<file path="config.mk">
export PLATFORM = sky130hd
export DESIGN_NAME = pixel_frame_packer
export DESIGN_NICKNAME = d
export VERILOG_FILES = /design/src/rtl/pixel_pkg.sv /design/src/rtl/sample_fifo.sv /design/src/rtl/pixel_frame_packer.sv
export SDC_FILE = /design/constraint.sdc
export NUM_CORES = 1
export LEC_CHECK = 0
export CAP_MARGIN = 10
export CORE_UTILIZATION = 44
export DETAILED_ROUTE_END_ITERATION = 10
export SLEW_MARGIN = 20
export SYNTH_ARGS = -nofsm -noshare
export SYNTH_HDL_FRONTEND = slang
export SYNTH_SLANG_ARGS = --single-unit
</file>
<file path="constraint.sdc">
create_clock -name clk_in -period 2.6 [get_ports clk_in]
set_input_delay 0.78 -clock clk_in [delete_from_list [all_inputs] [get_ports clk_in]]
set_output_delay 0.78 -clock clk_in [all_outputs]
set_load 0.005 [all_outputs]
</file>
<file path="src/rtl/pixel_pkg.sv">
// Shared types and constants for the pixel packet serialiser.
// PACKER_CHECKSUM_EN selects the 5-byte packet with trailing checksum.
package pixel_pkg;

   typedef enum logic [2:0] {
      ST_IDLE,
      ST_LOAD,
      ST_SEND,
      ST_WAIT_ACK,
      ST_WAIT_DONE,
      ST_DONE
   } state_t;

   localparam logic [7:0] DEFAULT_HEADER = 8'hA5;

   localparam logic [2:0] IDX_HDR  = 3'd0;
   localparam logic [2:0] IDX_SEQ  = 3'd1;
   localparam logic [2:0] IDX_HI   = 3'd2;
   localparam logic [2:0] IDX_LO   = 3'd3;
   localparam logic [2:0] IDX_CSUM = 3'd4;

`ifdef PACKER_CHECKSUM_EN
   localparam logic [2:0] IDX_LAST = IDX_CSUM;
`else
   localparam logic [2:0] IDX_LAST = IDX_LO;
`endif

   function automatic logic [7:0] pkt_byte(input logic [2:0]  idx,
                                           input logic [7:0]  hdr,
                                           input logic [7:0]  seq,
                                           input logic [15:0] sample);
      pkt_byte = 8'h00;
      case (idx)
         IDX_HDR:  pkt_byte = hdr;
         IDX_SEQ:  pkt_byte = seq;
         IDX_HI:   pkt_byte = sample[15:8];
         IDX_LO:   pkt_byte = sample[7:0];
`ifdef PACKER_CHECKSUM_EN
         IDX_CSUM: pkt_byte = seq ^ sample[15:8] ^ sample[7:0];
`else
         IDX_CSUM: pkt_byte = 8'h00;
`endif
         default:  pkt_byte = 8'h00;
      endcase
   endfunction

endpackage

</file>
<file path="src/rtl/sample_fifo.sv">
// Synchronous first-word-fall-through FIFO; head visible the cycle after the push.
// Pushes while full and pops while empty are ignored; full/empty come from registered pointers.
module sample_fifo #(
   parameter int DEPTH = 4,
   parameter int WIDTH = 16
) (
   input  logic             clk_in,
   input  logic             reset,
   input  logic             push,
   input  logic [WIDTH-1:0] push_data,
   input  logic             pop,
   output logic [WIDTH-1:0] pop_data,
   output logic             full,
   output logic             empty
);

   localparam int AW = $clog2(DEPTH);

   logic [WIDTH-1:0] mem [DEPTH];
   logic [AW:0]      wr_ptr;
   logic [AW:0]      rd_ptr;
   logic             do_push;
   logic             do_pop;

   // Extra pointer bit distinguishes full from empty when the addresses match.
   assign empty    = (wr_ptr == rd_ptr);
   assign full     = (wr_ptr[AW] != rd_ptr[AW]) && (wr_ptr[AW-1:0] == rd_ptr[AW-1:0]);
   assign do_push  = push && !full;
   assign do_pop   = pop && !empty;
   assign pop_data = mem[rd_ptr[AW-1:0]];

   always_ff @(posedge clk_in) begin
      if (reset) begin
         wr_ptr <= '0;
         rd_ptr <= '0;
      end else begin
         if (do_push) wr_ptr <= wr_ptr + 1'b1;
         if (do_pop)  rd_ptr <= rd_ptr + 1'b1;
      end
   end

   always_ff @(posedge clk_in) begin
      if (do_push) mem[wr_ptr[AW-1:0]] <= push_data;
   end

endmodule

</file>
<file path="src/rtl/pixel_frame_packer.sv">
// Buffers ADC samples and sends each as HEADER,seq,hi,lo[,checksum when PACKER_CHECKSUM_EN] to a UART.
// First tx_start two cycles after a sample is accepted; sample_ready drops while the FIFO is full.
module pixel_frame_packer
   import pixel_pkg::*;
#(
   parameter int         FIFO_DEPTH = 4,
   parameter logic [7:0] HEADER     = DEFAULT_HEADER
) (
   input  logic        clk_in,
   input  logic        reset,
   input  logic        sample_valid,
   input  logic [15:0] sample_data,
   output logic        sample_ready,
   output logic        tx_start,
   output logic [7:0]  tx_data,
   input  logic        tx_busy,
   output logic        overflow,
   output logic [7:0]  pkt_count
);

   state_t      state_q;
   state_t      state_d;
   logic [15:0] sample_q;
   logic [2:0]  byte_idx_q;
   logic [7:0]  seq_q;
   logic [7:0]  tx_data_q;
   logic        overflow_q;

   logic        fifo_push;
   logic        fifo_pop;
   logic [15:0] fifo_dout;
   logic        fifo_full;
   logic        fifo_empty;
   logic        more_bytes;

   assign sample_ready = !fifo_full;
   assign fifo_push    = sample_valid && !fifo_full;
   assign more_bytes   = (byte_idx_q < IDX_LAST);
   assign tx_data      = tx_data_q;
   assign overflow     = overflow_q;
   // Sequence number and sent-packet count advance together, so one register serves both.
   assign pkt_count    = seq_q;

   sample_fifo #(
      .DEPTH (FIFO_DEPTH),
      .WIDTH (16)
   ) u_fifo (
      .clk_in    (clk_in),
      .reset     (reset),
      .push      (fifo_push),
      .push_data (sample_data),
      .pop       (fifo_pop),
      .pop_data  (fifo_dout),
      .full      (fifo_full),
      .empty     (fifo_empty)
   );

   always_comb begin
      state_d  = state_q;
      tx_start = 1'b0;
      fifo_pop = 1'b0;
      case (state_q)
         ST_IDLE:      if (!fifo_empty) state_d = ST_LOAD;
         ST_LOAD: begin
            fifo_pop = 1'b1;
            state_d  = ST_SEND;
         end
         ST_SEND: begin
            if (!tx_busy) begin
               tx_start = 1'b1;
               state_d  = ST_WAIT_ACK;
            end
         end
         ST_WAIT_ACK:  if (tx_busy) state_d = ST_WAIT_DONE;
         ST_WAIT_DONE: if (!tx_busy) state_d = more_bytes ? ST_SEND : ST_DONE;
         ST_DONE:      state_d = ST_IDLE;
         default:      state_d = ST_IDLE;
      endcase
   end

   always_ff @(posedge clk_in) begin
      if (reset) begin
         state_q    <= ST_IDLE;
         sample_q   <= '0;
         byte_idx_q <= '0;
         seq_q      <= '0;
         tx_data_q  <= '0;
         overflow_q <= 1'b0;
      end else begin
         state_q <= state_d;
         if (sample_valid && fifo_full) overflow_q <= 1'b1;
         // tx_data is staged one state ahead so it is already stable when tx_start fires.
         case (state_q)
            ST_LOAD: begin
               sample_q   <= fifo_dout;
               byte_idx_q <= '0;
               tx_data_q  <= HEADER;
            end
            ST_WAIT_DONE: begin
               if (!tx_busy && more_bytes) begin
                  byte_idx_q <= byte_idx_q + 3'd1;
                  tx_data_q  <= pkt_byte(byte_idx_q + 3'd1, HEADER, seq_q, sample_q);
               end
            end
            ST_DONE: seq_q <= seq_q + 8'd1;
            default: ;
         endcase
      end
   end

endmodule

</file>
==> impl_metrics.csv, run 1 <==
group,metric,value,unit
run_status,run_status,"finished clean",
worst_setup_path,cp.depth,3,
placement,dp_hpwl,5.67,mm
global_routing,grt_pass1_wl,13.5,mm
layout,final_cell_mix,"edfxtp_1, nand2_1, dfxtp_1",
clocking,holdBufCountCts,0,
detailed_routing,dr.first_iter.drc_count,106,
sta,rsz0062_at_grt,"no",
clocking,clk_latency,0.37,ns
placement,portBuffers,38,
sta,skew,0.0118,ns
floorplan,die_h,103,microns
sta,relSlewSlack,63.3,%
sta,setup_ws,0.116,ns
clocking,cts.htree.levels,3,
min_path,holdPathStages,2,
layout,nets,414,
layout,drive_above_1_share,15.7,%
worst_setup_path,critPathBufInv,2,
worst_setup_path,slowest_stage,"clkdlybuf4s50_1",
worst_setup_path,critPathCaptureType,"output port",
worst_setup_path,path_delay_family,"buffers and inverters",
synthesis,dominantRegCellSynth,"edfxtp_1",
detailed_routing,wl_per_cell,15.8,microns
min_path,min_path_type,"flop to flop",
synthesis,synth-async-reset-ratio,0,%
detailed_routing,drc,0,
layout,fin_util,54.1,%
synthesis,syn_area,4440,sq um
floorplan,fp.coreArea,9770,sq um
global_routing,grt_overflow_total,0,
clocking,path_clk_slew,0.10,ns
detailed_routing,firstDrtPassIters,4,
synthesis,ys_seq_area_share,63.5,%
sta,setup_viol,0,
worst_setup_path,arrival,1.70,ns
sta,fin_crit_sh,95.5,%
worst_setup_path,setup.worst_path.class,"input port to output port",
sta,maxSlewViolCount,0,
clocking,cts_tree,"built",
detailed_routing,vias,2713,
detailed_routing,detail-route-antenna-nets,0,
synthesis,yosys_warnings,0,
layout,syn2layout_area_growth,19.0,%
synthesis,synth-edff-count,64,
worst_setup_path,r2r_cells,5,
clocking,cts.root.buffer_cell,"clkbuf_8",
synthesis,syn_area_per_cell,13.2,sq um
worst_setup_path,cp_max_fo,2,
floorplan,dieArea,10500,sq um
synthesis,ys_types,48,
placement,gp_congestion,0.760,
worst_setup_path,crit_chain,"clkdlybuf4s50_1 -> nor4b_1 -> dlygate4sd2_1",
power_and_ir_drop,peakVddDrop,0.000344,V
global_routing,grt_max_degree,20,
floorplan,num_rows,36,
floorplan,initial_core_util,45.5,%
layout,antenna_cells,0,
sta,period_needed,2.48,ns
global_routing,antenna_found_initial,0,
clocking,cts_max_path_buffers,2,
clocking,numCtsBuffers,9,
placement,dp_slack,-0.163,ns
power_and_ir_drop,powerDensity,640,nW/um^2
sta,fmax,403,MHz
synthesis,synth_nets,368,
worst_setup_path,worstSetupStartpointType,"input port",
synthesis,ys_seq_elements,109,
floorplan,dieWidth,103,microns
clocking,clkSinkCount,109,
detailed_routing,via_per_inst,5.21,
power_and_ir_drop,total_power,0.00339,W
flow_run,maxCapViolCount,0,
sta,tightest_slew,0.543,ns
sta,hold_violations,0,
global_routing,grtUsageTotal,17.3,%
synthesis,synth_cells,337,
power_and_ir_drop,p_leak,1.77,nW
layout,final_common_cell,"edfxtp_1",
detailed_routing,drt_wl_total,8.25,mm
worst_setup_path,cp.required,1.82,ns
floorplan,ios,39,
global_routing,grt_pass1_vias,2679,
worst_setup_path,max_stage_delay,0.42,ns
-- Yosys cell counts (2+ instances only) --
cell | instances | area, sq um
a311oi_1 | 4 | 35.0
mux2i_1 | 2 | 20.0
nand2b_1 | 2 | 12.5
edfxtp_1 | 64 | 1920
mux4_2 | 16 | 360
nand3_1 | 4 | 20.0
xnor2_1 | 5 | 43.8
nand4_1 | 3 | 18.8
ha_1 | 11 | 138
a22o_1 | 4 | 35.0
o311ai_0 | 2 | 17.5
a21oi_1 | 25 | 125
clkbuf_1 | 10 | 37.5
nor2b_1 | 4 | 25.0
or3_1 | 2 | 12.5
buf_4 | 2 | 15.0
buf_2 | 5 | 25.0
o31ai_1 | 3 | 22.5
nor2_2 | 2 | 12.5
xor2_1 | 9 | 78.8
a22oi_1 | 8 | 60.1
nand2_1 | 49 | 184
and2_1 | 3 | 18.8
dfxtp_1 | 45 | 901
inv_1 | 6 | 22.5
nor2_1 | 23 | 86.3
nor3_1 | 3 | 15.0
-- state kept, by name, indices dropped and copies added (netlist names) --
register,count
sample_q,16
u_fifo.rd_ptr,3
overflow,1
pkt_count,8
state_q,3
tx_data,8
byte_idx_q,3
u_fifo.wr_ptr,3
u_fifo.mem,64
-- power breakdown --
| part | switching, W | internal, W | total (W) |
|---|---|---|---|
| clock | 0.000592 | 0.000360 | 0.000952 |
| combinational | 0.000222 | 0.000214 | 0.000436 |
| sequential | 0.0000602 | 0.00194 | 0.00200 |
-- layer usage --
metal,share of wire (%),GRT usage (%),vias to the layer above,wire [microns]
met5,0,0,-,0
met3,2.9,3.73,9,237
met4,1.1,5.27,0,89
met1,50,24.5,1337,4110
met2,46,26.9,47,3810
li1,-,-,1320,-
-- worst paths after layout --
| path | start | end | slack [ns] |
|---|---|---|---|
| max | tx_busy | tx_start | 0.12 |
| max reg2reg | byte_idx_q[0]$_SDFFE_PP0P_ | tx_data[2]$_SDFFE_PP0P_ | 0.59 |
| min | sample_q[7]$_SDFFE_PP0P_ | sample_q[7]$_SDFFE_PP0P_ | 0.46 |
| min reg2reg | sample_q[7]$_SDFFE_PP0P_ | sample_q[7]$_SDFFE_PP0P_ | 0.46 |
-- worst register-to-register path, cell delays in order (launching register included) --
cell and delay (ns):
dfxtp_1 0.40, ha_1 0.24, ha_1 0.34, nor2b_1 0.47
a22oi_1 0.17, a311oi_1 0.30
-- cell families (layout without fill, tap and decap cells) --
kind of cell / after synthesis / after routing / share of synthesized area [%]
fa+ha+maj: 11 / 11 / 3.10
flops: 109 / 109 / 63.5
mux: 19 / 19 / 8.81
simple gates: 107 / 107 / 11.4
buf+inv: 25 / 76 / 2.59
xor+xnor: 14 / 14 / 2.76
compound gates: 52 / 52 / 7.80
-- cell type report --
class                           instances  area (sq um)
Tap cell                              133           166
Timing Repair Buffer                   54           549
Sequential cell                       109          2820
Multi-Input combinational cell        203          1550
Fill cell                             876          4490
Clock inverter                          7          56.3
Clock buffer                            9           124
Inverter                                6          22.5
-- per-stage QoR --
step	hold slack, ns	cell area (sq um)	std cells	setup TNS [ns]
after floorplan	0.436	4440	337	0
after detailed placement	0.450	5060	504	-0.163
after global placement	0.449	5060	504	-0.164
after global routing	0.484	5290	521	0
final	0.463	5290	521	0
after CTS	0.465	5260	520	0
-- repair_timing --
action                     CTS  global route
setup buffers                0             1
setup endpoints to repair    2             1
resized for setup            4             3
pin swaps                    0             2
(Power assumes the default switching activity.)
==> inputs of run 2 (changes only) <==
--- a/config.mk
+++ b/config.mk
@@ -7,6 +7,7 @@
 export LEC_CHECK = 0
 export CAP_MARGIN = 10
 export CORE_UTILIZATION = 44
+export CTS_BUF_LIST = sky130_fd_sc_hd__clkbuf_8
 export DETAILED_ROUTE_END_ITERATION = 10
 export SLEW_MARGIN = 20
 export SYNTH_ARGS = -nofsm -noshare
==> results of run 2 <==
The final DEF is identical to that of run 1; final timing and power are the same.
==> inputs of run 3 (changes only) <==
--- a/config.mk
+++ b/config.mk
@@ -6,6 +6,8 @@
 export NUM_CORES = 1
 export LEC_CHECK = 0
 export CAP_MARGIN = 10
+export CORE_ASPECT_RATIO = 1.2
+export CORE_MARGIN = 2
 export CORE_UTILIZATION = 44
 export CTS_BUF_LIST = sky130_fd_sc_hd__clkbuf_8
 export DETAILED_ROUTE_END_ITERATION = 10
==> run 3 against run 2 <==
Setup slack got worse by 0.013 ns. Total power increased by 2.3%. Worst hold slack got worse by 0.0044 ns. Global-route usage decreased by 1.4 points. Fmax decreased by 0.52%. Via count decreased by 0.96%. Clock power increased by 9%. Sequential power about the same. Sequential share of layout area increased by 0.052 points.
==> impl_metrics.csv, run 3 (synthesis results as in run 1) <==
group,metric,value,unit
layout,syn2layout_area_growth,18.8,%
layout,largest_register_ffs,64,
run_status,run_status,"finished clean",
placement,dp_hpwl,5.46,mm
floorplan,ios,39,
layout,antenna_cells,0,
sta,maxSlewViolCount,0,
clocking,cts_tree,"built",
worst_setup_path,ff2ff_setup_slack,0.59,ns
power_and_ir_drop,swShare,24.1,%
detailed_routing,drc,0,
global_routing,grtUsageTotal,15.9,%
power_and_ir_drop,pwr-share-seq,57.6,%
clocking,cts_max_path_buffers,2,
power_and_ir_drop,p_clk_share,30.0,%
worst_setup_path,cp.required,1.82,ns
clocking,cts.root.buffer_cell,"clkbuf_8",
power_and_ir_drop,powerDensity,656,nW/um^2
layout,final_common_cell,"edfxtp_1",
power_and_ir_drop,p_sw,0.000833,W
clocking,clkSinkCount,109,
detailed_routing,via_per_inst,5.24,
placement,portBuffers,38,
power_and_ir_drop,intPower,0.00263,W
sta,skew,0.0105,ns
layout,final_cell_mix,"edfxtp_1, nand2_1, dfxtp_1",
worst_setup_path,reg2reg_from,"byte_idx_q[0]$_SDFFE_PP0P_",
sta,hold_violations,0,
detailed_routing,vias,2687,
floorplan,dieArea,10900,sq um
flow_run,maxCapViolCount,0,
sta,fin_crit_sh,96.0,%
floorplan,die_h,114,microns
clocking,path_clk_slew,0.10,ns
detailed_routing,detail-route-antenna-nets,0,
sta,tightest_slew,0.554,ns
clocking,cts.htree.levels,3,
min_path,min_path_type,"flop to flop",
floorplan,initial_core_util,44.8,%
worst_setup_path,r2r_cells,5,
worst_setup_path,arrival,1.72,ns
power_and_ir_drop,p_leak,1.79,nW
floorplan,fp.coreArea,9910,sq um
detailed_routing,firstDrtPassIters,4,
power_and_ir_drop,peakVddDrop,0.000452,V
sta,period_needed,2.50,ns
layout,nets,413,
placement,gp_congestion,0.740,
sta,fmax,401,MHz
floorplan,num_rows,40,
global_routing,grt_pass1_wl,13.0,mm
layout,drive_above_1_share,14.7,%
layout,finalInstanceArea,5280,sq um
worst_setup_path,setup.worst_path.class,"flop to output port",
global_routing,grt_overflow_total,0,
clocking,numCtsBuffers,9,
worst_setup_path,cp_max_fo,5,
global_routing,grt_max_degree,23,
worst_setup_path,critPathCaptureType,"output port",
clocking,clk_latency,0.36,ns
min_path,hold_start,"sample_q[13]$_SDFFE_PP0P_",
placement,place_area,5040,sq um
power_and_ir_drop,combPwrFrac,12.4,%
detailed_routing,wl_per_cell,15.7,microns
worst_setup_path,worstSetupStartpointType,"flop",
sta,relSlewSlack,62.6,%
global_routing,antenna_found_initial,0,
floorplan,dieWidth,95.7,microns
min_path,holdPathStages,2,
worst_setup_path,r2r-end,"tx_data[1]$_SDFFE_PP0P_",
global_routing,grt_pass1_vias,2665,
detailed_routing,drt_wl_total,8.05,mm
sta,finalSetupTns,0,ns
min_path,worstHoldEndpoint,"sample_q[13]$_SDFFE_PP0P_",
detailed_routing,dr.first_iter.drc_count,86,
sta,setup_viol,0,
-- run 3: routing by layer --
layer  GRT usage [%]  vias up  routed length [microns]
met5               0        -                        0
met4            5.71        0                       67
met1            20.1     1319                     3570
met3            3.36        5                      249
met2            26.9       41                     4160
li1                -     1322                        -
-- run 3: how the worst max path moves through the flow --
| stage | from | to |
|---|---|---|
| 3_5_place_dp | tx_busy | tx_start |
| 5_1_grt | u_fifo.wr_ptr[2]$_SDFFE_PP0P_ | sample_ready |
| 6_report | u_fifo.wr_ptr[1]$_SDFFE_PP0P_ | sample_ready |
| 4_1_cts | u_fifo.wr_ptr[1]$_SDFFE_PP0P_ | sample_ready |
| 2_1_floorplan | u_fifo.rd_ptr[0]$_SDFFE_PP0P_ | u_fifo.mem[2][0]$_DFFE_PP_ |
| 3_3_place_gp | tx_busy | tx_start |
-- run 3: metrics by stage --
step / worst slack [ns] / std cells / hold WS, ns / util, % / total power, W
detailed placement: -0.165 / 495 / 0.448 / 50.8 / 0.00247
global route: -0.00802 / 513 / 0.486 / 53.3 / 0.00364
finish: 0.103 / 513 / 0.459 / 53.3 / 0.00346
floorplan: 0.626 / 337 / 0.436 / - / 0.00230
CTS: 0.0158 / 511 / 0.462 / 53.1 / 0.00351
global placement: -0.173 / 495 / 0.446 / 50.8 / 0.00245
-- run 3: layout make-up --
cell class | count | area, sq um
clock buffer | 10 | 138
multi-input combinational | 203 | 1530
fill | 850 | 4630
timing repair buffer | 53 | 542
clock inverter | 6 | 71.3
sequential | 109 | 2820
inverter | 6 | 22.5
tap | 126 | 158
-- run 3: worst max-delay path, cell delays in order, from the launching register on --
cell	delay, ns
dfxtp_1	0.46
xor2_2	0.13
nor3_2	0.26
inv_1	0.07
clkdlybuf4s50_1	0.44
-- run 3: power by group through the flow --
stage                     clock network [W]  registers (W)  logic, W
after detailed placement                  0        0.00204  0.000429
after global routing                0.00115        0.00201  0.000478
after floorplan                           0        0.00201  0.000289
final                               0.00104        0.00200  0.000431
after CTS                           0.00108        0.00200  0.000432
after global placement                    0        0.00203  0.000422
-- run 3: repair_timing --
action / in CTS / in global routing
hold buffers: 0 / 0
resized for setup: 4 / 0
endpoints found under the setup margin: 2 / 1
setup buffers: 0 / 2
pin swaps: 0 / 2
